File: src/rtl/demux_router_pkg.sv
// Shared types for the demux_router slice: FSM state encoding and the wait-counter width helper.
package demux_router_pkg;

  typedef enum logic {
    StIdle = 1'b0,
    StHold = 1'b1
  } state_e;

  // Bits needed to count from 0 up to and including limit.
  function automatic int unsigned cnt_width(input int unsigned limit);
    return (limit < 1) ? 1 : $clog2(limit + 1);
  endfunction

endpackage

File: src/rtl/demux_router_sel_decoder.sv
// Binary select to one-hot sink decode with an in-range flag. Purely combinational.
module demux_router_sel_decoder #(
  parameter int unsigned SEL_W   = 3,
  parameter int unsigned NUM_OUT = 8
) (
  input  logic [SEL_W-1:0]   sel,
  input  logic               en,
  output logic [NUM_OUT-1:0] onehot,
  output logic               in_range
);

  always_comb begin
    in_range = (32'(sel) < NUM_OUT);
    onehot   = '0;
    for (int unsigned i = 0; i < NUM_OUT; i++) begin
      onehot[i] = en && (32'(sel) == i);
    end
  end

endmodule

File: src/rtl/demux_router.sv
// One-deep registered demultiplexer: routes a valid/ready beat to the sink chosen by in_sel.
// Define DEMUX_TIMEOUT_EN to drop beats whose sink stays not-ready for TIMEOUT cycles.
module demux_router
  import demux_router_pkg::*;
#(
  parameter int unsigned WIDTH   = 8,
  parameter int unsigned SEL_W   = 3,
  parameter int unsigned NUM_OUT = 8,
  parameter int unsigned TIMEOUT = 15
) (
  input  logic               clk,
  input  logic               rst,
  input  logic               in_valid,
  output logic               in_ready,
  input  logic [SEL_W-1:0]   in_sel,
  input  logic [WIDTH-1:0]   in_data,
  output logic [NUM_OUT-1:0] out_valid,
  input  logic [NUM_OUT-1:0] out_ready,
  output logic [WIDTH-1:0]   out_data,
  output logic               err
);

  if (TIMEOUT < 1 || NUM_OUT < 1 || NUM_OUT > (1 << SEL_W)) begin : gen_param_check
    $error("demux_router: illegal TIMEOUT/NUM_OUT/SEL_W combination");
  end

  state_e             state_q;
  logic [SEL_W-1:0]   sel_q;
  logic [WIDTH-1:0]   data_q;
  logic               err_q;

  logic               hold;
  logic [NUM_OUT-1:0] sel_onehot;
  logic               sel_q_ok;
  logic               in_sel_ok;
  logic               sink_ready;
  logic               accept;
  logic               retire;
  logic               timeout;

  assign hold = (state_q == StHold);

  demux_router_sel_decoder #(
    .SEL_W   (SEL_W),
    .NUM_OUT (NUM_OUT)
  ) u_sel_decoder (
    .sel      (sel_q),
    .en       (hold),
    .onehot   (sel_onehot),
    .in_range (sel_q_ok)
  );

  // sel_q is only ever loaded with in-range values; the gate keeps out_valid one-hot regardless.
  assign out_valid  = sel_q_ok ? sel_onehot : '0;
  assign sink_ready = |(out_valid & out_ready);
  assign retire     = hold & sink_ready;
  assign in_ready   = ~hold | sink_ready;
  assign accept     = in_valid & in_ready;
  assign in_sel_ok  = (32'(in_sel) < NUM_OUT);
  assign out_data   = data_q;
  assign err        = err_q;

`ifdef DEMUX_TIMEOUT_EN
  localparam int unsigned CntW = cnt_width(TIMEOUT);

  logic [CntW-1:0] cnt_q;

  // Fires on the TIMEOUT-th stalled HOLD cycle; a same-cycle retire suppresses it.
  assign timeout = hold & ~sink_ready & (cnt_q == CntW'(TIMEOUT - 1));

  always_ff @(posedge clk) begin
    if (rst) begin
      cnt_q <= '0;
    end else if ((accept & in_sel_ok) | retire | timeout) begin
      cnt_q <= '0;
    end else if (hold) begin
      cnt_q <= cnt_q + 1'b1;
    end
  end
`else
  assign timeout = 1'b0;
`endif

  always_ff @(posedge clk) begin
    if (rst) begin
      state_q <= StIdle;
      sel_q   <= '0;
      data_q  <= '0;
      err_q   <= 1'b0;
    end else begin
      err_q <= (accept & ~in_sel_ok) | timeout;
      if (accept & in_sel_ok) begin
        state_q <= StHold;
        sel_q   <= in_sel;
        data_q  <= in_data;
      end else if (retire | timeout) begin
        state_q <= StIdle;
      end
    end
  end

endmodule

File: config.mk
export PLATFORM = sky130hd
export DESIGN_NAME = demux_router
export DESIGN_NICKNAME = d
export VERILOG_FILES = /design/src/rtl/demux_router_pkg.sv /design/src/rtl/demux_router_sel_decoder.sv /design/src/rtl/demux_router.sv
export SDC_FILE = /design/constraint.sdc
export NUM_CORES = 1
export LEC_CHECK = 0
export ABC_AREA = 1
export CAP_MARGIN = 15
export CELL_PAD_IN_SITES_DETAIL_PLACEMENT = 1
export CELL_PAD_IN_SITES_GLOBAL_PLACEMENT = 1
export CORE_MARGIN = 1.5
export CORE_UTILIZATION = 26
export DETAILED_ROUTE_END_ITERATION = 16
export PLACE_DENSITY_LB_ADDON = 0.1
export SLEW_MARGIN = 20
export SYNTH_ARGS = -nofsm -noshare
export SYNTH_HDL_FRONTEND = slang
export SYNTH_SLANG_ARGS = --single-unit
File: constraint.sdc
create_clock -name clk -period 3 [get_ports clk]
set_input_delay 0.6 -clock clk [delete_from_list [all_inputs] [get_ports clk]]
set_output_delay 0.6 -clock clk [all_outputs]
set_load 0.005 [all_outputs]
==> results of run 1 <==
[critical path: cells and delay by family]
kind,cells,cell delay [ns]
buf+inv,3,0.98
simple gates,3,0.36
[cells by family after synthesis]
kind of cell	count (synthesis)	synth area share [%]
simple gates	62	37.2
buf+inv	29	19.6
compound gates	13	9.09
flops	12	33.6
other cells	1	0.524
[cells in the mapped netlist]
| master | instances |
|---|---|
| conb_1 | 1 |
| nand3_2 | 1 |
| buf_4 | 2 |
| a21oi_1 | 12 |
| nand3_1 | 17 |
| buf_6 | 3 |
| nand2_1 | 18 |
| nor2_1 | 23 |
| nand2_2 | 1 |
| o21ai_0 | 1 |
| dfxtp_1 | 12 |
| nor2_2 | 1 |
| buf_2 | 1 |
| nor3_1 | 1 |
| inv_1 | 23 |
[cell type report]
cell class,instances,area [um^2]
clock buffer,3,22.5
timing repair buffer,39,388
inverter,23,86.3
fill,347,1440
sequential,12,240
tap,30,37.5
multi-input combinational,76,335
[metal layers]
layer  wire, um  vias to the layer above
met2        927                       19
met1        911                      357
li1           -                      427
met4         13                        0
met3         87                        2
met5          0                        -
[sequential cells by signal, summed over array words and instances (netlist names)]
signal and count:
sel_q 3, hold 1, out_data 8
[worst min path at each step]
stage	startpoint	endpoint	cells after the start
3_3_place_gp	out_data[3]	out_data[3]	2
5_1_grt	out_data[5]	out_data[5]	2
3_5_place_dp	out_data[5]	out_data[5]	2
6_report	out_data[5]	out_data[5]	2
4_1_cts	out_data[5]	out_data[5]	2
2_1_floorplan	out_data[0]	out_data[0]	2
[where the power goes]
group          leakage, nW  switching, W  internal, W
Combinational        0.415     0.0000553    0.0000696
Sequential          0.0996     0.0000111     0.000174
Clock               0.0138     0.0000488    0.0000465
[stage by stage]
| step | instances | power (W) | util, % |
|---|---|---|---|
| 2_1_floorplan | 117 | 0.000253 | - |
| 3_3_place_gp | 180 | 0.000312 | 42.7 |
| 3_5_place_dp | 180 | 0.000316 | 42.7 |
| 4_1_cts | 183 | 0.000415 | 43.6 |
| 5_1_grt | 183 | 0.000435 | 43.6 |
| 6_report | 183 | 0.000405 | 43.6 |
==> metrics.csv, run 1 <==
metric,value,unit
status,finished clean,
Fin. Hold Viols,0,
Synth area leader,dfxtp_1,
Post-CTS Repair Setup Buffers,0,
Worst EP arrival,1.93,ns
Synth warnings,0,
WL final,1.94,mm
"most used cell, CP",clkdlybuf4s50_1,
final worst setup slack,0.467,ns
"Seq/Total Area, Yosys",33.6,%
Top Ports,40,
hold buffers post-CTS,0,
synthesized instance count,117,
clock buffer depth,2,
port bufs,38,
crit-path max cell delay,0.50,ns
"commonest non-fill, non-tap cells in the layout","clkdlybuf4s50_1 (38), inv_1 (23), nor2_1 (23)",
fin area,0.00111,mm^2
Post-Syn Area,716,um^2
worst slew pin tran,0.760,ns
Area Overhead vs Synth,55.1,%
Crit. Startpoint,out_ready[1],
vias in the first global route,777,
FP Rows,18,
Pins Over Slew Limit,0,
first-pass GRT wire length,3.37,mm
CP Data Required Time,2.40,ns
area of placed instances,0.00109,mm^2
Total GRT Usage,13.7,%
GRT busiest layer,met2,
Setup Skew,0.000625,ns
Max VDD drop,0.000217,V
reg2reg setup slack,1.40,ns
# resized after CTS,0,
CP Cell Sequence,clkdlybuf4s50_1 > inv_1 > nor3_1 > nor2_1 > nand3_2 > clkdlybuf4s50_1,
CP startpoint kind,input port,
Max Fclk,395,MHz
RSZ-0062 raised after global routing,false,
worst-path fanout max,2,
CTS sink cnt,12,
die height,55.5,um
clock latency at the later pin of the worst-skew pair,0.27,ns
"most common cell after layout, fill and taps aside",clkdlybuf4s50_1,
Final Cycle Share,84.4,%
Ant. Diodes,0,
met2 Resource Use GR,23.1,%
Crit. End Element,primary output,
worst r2r src,sel_q[1],
Final ANT Viol Nets,0,
R2R Path End,out_data[7],
Die Wd,55.5,um
met1 Track Usage GR,16.3,%
Initial Utilization,28.1,%
Core Region,0.00254,mm^2
post-synthesis cell type count,15,
dpl ws,0.456,ns
"CTS clk-pin slew, worst paths",0.07,ns
crit path kind,in -> out,
routed via count,805,
Final #Nets,177,
P_leak,0.529,nW
"Setup violations, final",0,
clock tree from TritonCTS,yes,
CTS Buf Count,3,
P per Cell Area,365,mW/mm^2
Slew HR,49.2,%
setup TNS,0,ns
Yosys top cell area share,33.6,%
DP Wirelength,1.52,mm
initial antenna violation count,0,
syn_nets,139,
WL per Instance,10.6,um
worst reg2reg path depth,10,
DRC violations left,0,
minimum clock period,2.53,ns
Pre-antenna DRT Iters,3,
Total Die Area,0.00308,mm^2
main area contributors after synthesis,"dfxtp_1 (34%), inv_1 (12%), nor2_1 (12%), nand3_1 (12%), nand2_1 (9.4%)",
"Avg Cell Area, Syn",6.12,um^2
Clock Tree Root,clkbuf_4,
minimum hold slack,0.485,ns
GRT overflow,0,
largest net degree at the start of global routing,24,
final RePlAce weighted congestion,0.777,
Crit-path slowest cell,clkdlybuf4s50_1,
number of H-tree levels,1,
DR iter-0 viols,9,
share of cells above drive strength 1,4.58,%
#FFs+latches synth,12,
max cap viols,0,
crit path capture,in_ready,
Hold Crit Class,reg -> reg,
via/cell ratio,4.40,
met3 Usage GRT,4.68,%
Note: power is estimated with default switching activity, not from simulation.
==> run 2, diff against run 1 <==
Settings changed: CORE_UTILIZATION 26 to 21.
Clock period 3 ns to 2.21 ns, I/O delays scaled along.
==> run 2 against run 1 <==
Against the previous run: sequential power is 37% higher; non-clock buffer count rose by 1; hold slack gained 0.0026 ns; utilization decreased by 7.9 points; combinational power is 41% higher; clock skew is 0.0080 ns higher; sequential share of layout area fell by 0.88 points; global-route usage shrank 1.9 points; register-to-register slack got worse by 0.69 ns; power is 51% higher; highest routed layer unchanged.
==> metrics.csv, run 2 (synthesized netlist as in run 1, its figures left out) <==
metric,value,unit,change
status,finished clean,,unchanged
worst reg2reg path depth,9,,was 10
Max Fclk,507,MHz,
DRC violations left,0,,unchanged
DR iter-0 viols,10,,was 9
crit path kind,reg -> out,,was in -> out
Top Ports,40,,unchanged
final RePlAce weighted congestion,0.817,,was 0.777
minimum clock period,1.97,ns,
share of cells above drive strength 1,11.6,%,was 4.58%
P_leak,0.547,nW,was 0.529 nW
final worst setup slack,0.237,ns,was 0.467 ns
Total GRT Usage,11.8,%,was 13.7%
Worst EP arrival,1.53,ns,was 1.93 ns
Final #Nets,178,,was 177
worst-path fanout max,6,,was 2
CTS sink cnt,12,,unchanged
Final ANT Viol Nets,0,,unchanged
Final Non-Filler Cells,201,,was 183
FP Rows,21,,was 18
Hold Crit Class,reg -> reg,,unchanged
Final Cycle Share,89.3,%,
Post-CTS Repair Setup Buffers,0,,unchanged
P per Cell Area,518,mW/mm^2,was 365 mW/mm^2
clock buffer depth,2,,unchanged
Fillers,429,,was 347
Pins Over Slew Limit,0,,unchanged
hold buffers post-CTS,0,,unchanged
WL final,2.05,mm,was 1.94 mm
Crit. End Element,primary output,,unchanged
"most common cell after layout, fill and taps aside",clkdlybuf4s50_1,,unchanged
number of H-tree levels,1,,unchanged
DP Wirelength,1.53,mm,was 1.52 mm
clock latency at the later pin of the worst-skew pair,0.28,ns,was 0.27 ns
RSZ-0062 raised after global routing,false,,unchanged
CP startpoint kind,flop,,was input port
CTS Buf Count,3,,unchanged
max reg flops,8,,unchanged
CP Data Required Time,1.77,ns,was 2.40 ns
final core area utilization,35.7,%,was 43.6%
Initial Utilization,21.6,%,was 28.1%
largest net degree at the start of global routing,24,,unchanged
Ant. Diodes,0,,unchanged
Area Overhead vs Synth,65.0,%,was 55.1%
dpl ws,-0.0116,ns,was 0.456 ns
Max VDD drop,0.000296,V,was 0.000217 V
initial antenna violation count,0,,unchanged
port bufs,38,,unchanged
# resized after CTS,4,,was 0
"commonest non-fill, non-tap cells in the layout","clkdlybuf4s50_1 (37), inv_1 (22), nor2_1 (21)",,"was clkdlybuf4s50_1 (38), inv_1 (23), nor2_1 (23)"
via/cell ratio,4.13,,was 4.40
"CTS clk-pin slew, worst paths",0.08,ns,was 0.07 ns
Fin. Hold Viols,0,,unchanged
"Setup violations, final",0,,unchanged
max cap viols,0,,unchanged
hold path depth,2,,unchanged
Setup Skew,0.00861,ns,was 0.000625 ns
setup TNS,0,ns,unchanged
WL per Instance,10.2,um,was 10.6 um
Clock Tree Root,clkbuf_4,,unchanged
post-placement cell count,197,,was 180
Pre-antenna DRT Iters,4,,was 3
clock tree from TritonCTS,yes,,unchanged
first-pass GRT wire length,3.29,mm,was 3.37 mm
routed via count,831,,was 805
vias in the first global route,716,,was 777
Core Region,0.00331,mm^2,was 0.00254 mm^2
die height,61.4,um,was 55.5 um
GRT overflow,0,,unchanged
Die Wd,61.4,um,was 55.5 um
Total Die Area,0.00377,mm^2,was 0.00308 mm^2
==> run 2: metal layers <==
layer  track usage [%]  share of wire (%)  up-vias
met4              1.82               0.73        0
met5                 0                  0        -
met3              4.41                7.7        2
met1              16.1                 46      373
li1                  -                  -      431
met2              18.1                 46       25
==> run 2: path summary, 6_finish.rpt <==
kind / start / slack [ns] / end
setup / recovery: sel_q[0] / 0.24 / out_valid[4]
hold reg to reg: out_data[7] / 0.49 / out_data[7]
hold / removal: out_data[7] / 0.49 / out_data[7]
setup reg to reg: sel_q[0] / 0.71 / out_data[5]
==> run 2: per-stage QoR <==
stage | cell area (um^2) | hold WS, ns | total power (W)
floorplan | 716 | 0.475 | 0.000343
global placement | 1110 | 0.465 | 0.000427
detailed placement | 1110 | 0.475 | 0.000431
CTS | 1160 | 0.495 | 0.000621
global route | 1180 | 0.532 | 0.000660
finish | 1180 | 0.488 | 0.000611
==> run 2: layout make-up <==
type,instances,area [um^2],area share [%]
Clock buffer,4,36.3,3.07
Multi-Input combinational cell,76,358,30.3
Inverter,23,86.3,7.31
Sequential cell,12,245,20.8
Timing Repair Buffer,40,398,33.7
Tap cell,46,57.6,4.87
==> run 2: worst max-delay path, stage by stage (launching register included) <==
cell and delay, ns:
dfxtp_2 0.37, nor2_1 0.21, inv_1 0.08, nor2_1 0.09, clkdlybuf4s50_1 0.50
==> run 2: power breakdown <==
part	internal [W]	switching, W	leakage (nW)
combinational	0.0000969	0.0000792	0.426
sequential	0.000238	0.0000169	0.101
clock	0.000100	0.0000805	0.0210
==> run 3, diff against run 2 <==
Settings changed: CORE_UTILIZATION 21 to 24, CTS_BUF_LIST set to sky130_fd_sc_hd__clkbuf_8, SYNTH_HIERARCHICAL set to 1.
==> run 3 against run 2 <==
Against the previous run: clock skew decreased by 0.0032 ns; die area decreased by 3.9%; utilization increased by 4.4 points; largest power group unchanged; cell count increased by 3.5%; via count increased by 5.1%; routed wire length decreased by 3.4%; sequential power decreased by 2%; first-iteration DRC count increased by 100%; clock power increased by 29%.
==> metrics.csv, run 3 <==
metric,value,unit,change
status,finished clean,,unchanged
Final #Nets,187,,was 178
Synth area leader,dfxtp_1,,unchanged
Final ANT Viol Nets,0,,unchanged
WL per Instance,9.50,um,was 10.2 um
"commonest non-fill, non-tap cells in the layout","clkdlybuf4s50_1 (37), nand2_1 (28), inv_1 (24)",,"was clkdlybuf4s50_1 (37), inv_1 (22), nor2_1 (21)"
final worst setup slack,0.266,ns,was 0.237 ns
worst reg2reg path depth,12,,was 9
Fin. Hold Viols,0,,unchanged
largest net degree at the start of global routing,24,,unchanged
Pins Over Slew Limit,0,,unchanged
Pre-antenna DRT Iters,3,,was 4
"CTS clk-pin slew, worst paths",0.06,ns,was 0.08 ns
max reg flops,8,,unchanged
clock tree from TritonCTS,yes,,unchanged
R2R Path End,out_data[0],,was out_data[5]
Core Region,0.00308,mm^2,was 0.00331 mm^2
syn_nets,150,,was 139
GRT overflow,0,,unchanged
Die Wd,60.2,um,was 61.4 um
hold wc startpoint,out_data[6],,was out_data[7]
Fillers,400,,was 429
"Avg Cell Area, Syn",6.13,um^2,was 6.12 um^2
max cap viols,0,,unchanged
routed via count,873,,was 831
Post-Syn Area,785,um^2,was 716 um^2
Setup Skew,0.00544,ns,was 0.00861 ns
number of H-tree levels,1,,unchanged
# resized after CTS,0,,was 4
hold buffers post-CTS,0,,unchanged
CP Cell Sequence,nand2_2 > nor2_1 > nand2_1 > inv_1 > clkdlybuf4s50_1,,was nor2_1 > inv_1 > nor2_1 > clkdlybuf4s50_1
worst-path fanout max,4,,was 6
P per Cell Area,523,mW/mm^2,was 518 mW/mm^2
Post-CTS Repair Setup Buffers,0,,unchanged
Final Cycle Share,88.0,%,was 89.3%
"most common cell after layout, fill and taps aside",clkdlybuf4s50_1,,unchanged
CP Data Required Time,1.77,ns,about the same
DP Wirelength,1.56,mm,was 1.53 mm
dpl ws,0.0587,ns,was -0.0116 ns
Yosys top cell area share,30.6,%,was 33.6%
Worst EP arrival,1.50,ns,was 1.53 ns
Max Fclk,514,MHz,was 507 MHz
worst r2r src,sel_q[1],,was sel_q[0]
first-pass GRT wire length,3.25,mm,was 3.29 mm
crit-path max cell delay,0.48,ns,was 0.50 ns
Hold Crit Class,reg -> reg,,unchanged
most frequent cell after synthesis,nand2_1,,
Ant. Diodes,0,,unchanged
#FFs+latches synth,12,,unchanged
final RePlAce weighted congestion,0.712,,was 0.817
Clock Tree Root,clkbuf_8,,was clkbuf_4
DR iter-0 viols,20,,was 10
Crit. End Element,primary output,,unchanged
Post-synth EDFFs,0,,unchanged
die height,60.2,um,was 61.4 um
final core area utilization,40.0,%,was 35.7%
Crit. Startpoint,hold,,was sel_q[0]
main area contributors after synthesis,"dfxtp_1 (31%), nand2_1 (14%), inv_1 (11%), nand3_1 (9.6%), nor2_1 (9.1%)",,"was dfxtp_1 (34%), inv_1 (12%), nor2_1 (12%), nand3_1 (12%), nand2_1 (9.4%)"
CTS sink cnt,12,,unchanged
RSZ-0062 raised after global routing,false,,unchanged
Max VDD drop,0.000212,V,was 0.000296 V
minimum clock period,1.94,ns,was 1.97 ns
P_leak,0.607,nW,was 0.547 nW
Total Die Area,0.00362,mm^2,was 0.00377 mm^2
vias in the first global route,801,,was 716
reg2reg setup slack,0.65,ns,was 0.71 ns
setup TNS,0,ns,unchanged
"Seq/Total Area, Yosys",30.6,%,was 33.6%
CP startpoint kind,flop,,unchanged
"Setup violations, final",0,,unchanged
Initial Utilization,25.5,%,was 21.6%
share of cells above drive strength 1,11.6,%,about the same
synthesized instance count,128,,was 117
via/cell ratio,4.20,,was 4.13
Synth warnings,6,,was 0
hold path depth,2,,unchanged
clock latency at the later pin of the worst-skew pair,0.24,ns,was 0.28 ns
Crit-path slowest cell,clkdlybuf4s50_1,,unchanged
DRC violations left,0,,unchanged
WL final,1.98,mm,was 2.05 mm
Top Ports,40,,unchanged
FP Rows,20,,was 21
Synth Flop Type,dfxtp_1,,unchanged
Total GRT Usage,11.7,%,was 11.8%
clock buffer depth,2,,unchanged
post-synthesis cell type count,14,,was 15
CTS Buf Count,3,,unchanged
initial antenna violation count,0,,unchanged
crit path kind,reg -> out,,unchanged
fraction of registers with async set/reset,0,%,unchanged
Hold Path End,out_data[6],,was out_data[7]
Area Overhead vs Synth,57.1,%,was 65.0%
port bufs,38,,unchanged
most frequent cells after synthesis,"nand2_1 (30), inv_1 (24), nor2_1 (19), nand3_1 (15), dfxtp_1 (12)",,"was inv_1 (23), nor2_1 (23), nand2_1 (18), nand3_1 (17)"
-- run 3: cell count changes after synthesis, moves of 2 or more --
cell and delta:
nand2_1 +12, nor2_1 -4, nand3_1 -2, nand3_2 +2
-- run 3: worst max-delay path, delay by kind of cell (launching register included) --
kind	cells	cell delay [ns]
flops	1	0.37
simple gates	3	0.35
buf+inv	2	0.53
-- run 3: cell families (layout without fill, tap and decap cells) --
kind of cell	count (synthesis)	in the layout	share of synthesized area, %
AOI/OAI and AO/OA	12	12	8.13
buffers and inverters	32	68	21.1
DFF	12	12	30.6
other	2	2	0.957
and+or+nand+nor	70	70	39.2
-- run 3: worst max path at each step --
stage                   end  slack (ns)  cells past startpoint
2_1_floorplan      in_ready        0.73                     10
3_3_place_gp       in_ready        0.07                      6
3_5_place_dp       in_ready        0.06                      6
4_1_cts            in_ready        0.05                      8
5_1_grt        out_valid[4]        0.17                      6
6_report       out_valid[7]        0.27                      5
-- run 3: final cells by class --
cell class | count | area [um^2] | share of cell area, %
clock buffers | 4 | 55.1 | 4.47
flip-flops and latches | 12 | 240 | 19.5
repair buffers | 40 | 398 | 32.3
inverters | 24 | 90.1 | 7.31
well taps | 44 | 55.1 | 4.47
multi-input cells | 84 | 394 | 32.0
-- run 3: where the power goes --
part	total (W)	switching [W]	internal, W
clock network	0.000234	0.0000774	0.000157
logic	0.000162	0.0000728	0.0000896
registers	0.000248	0.0000123	0.000236
-- run 3: per-layer routing --
metal	GRT usage [%]	vias up	part of all wire (%)
met5	0	-	0
met4	3.81	0	0.66
li1	-	451	-
met1	14.3	396	44
met3	2.16	2	5.2
met2	20.3	24	50
-- run 3: per-stage QoR --
stage	instances	power, W	area, um^2	hold slack [ns]
4_1_cts	208	0.000655	1210	0.487
6_report	208	0.000645	1230	0.480
2_1_floorplan	128	0.000338	785	0.473
3_5_place_dp	204	0.000413	1160	0.475
5_1_grt	208	0.000687	1230	0.517
3_3_place_gp	204	0.000409	1160	0.465
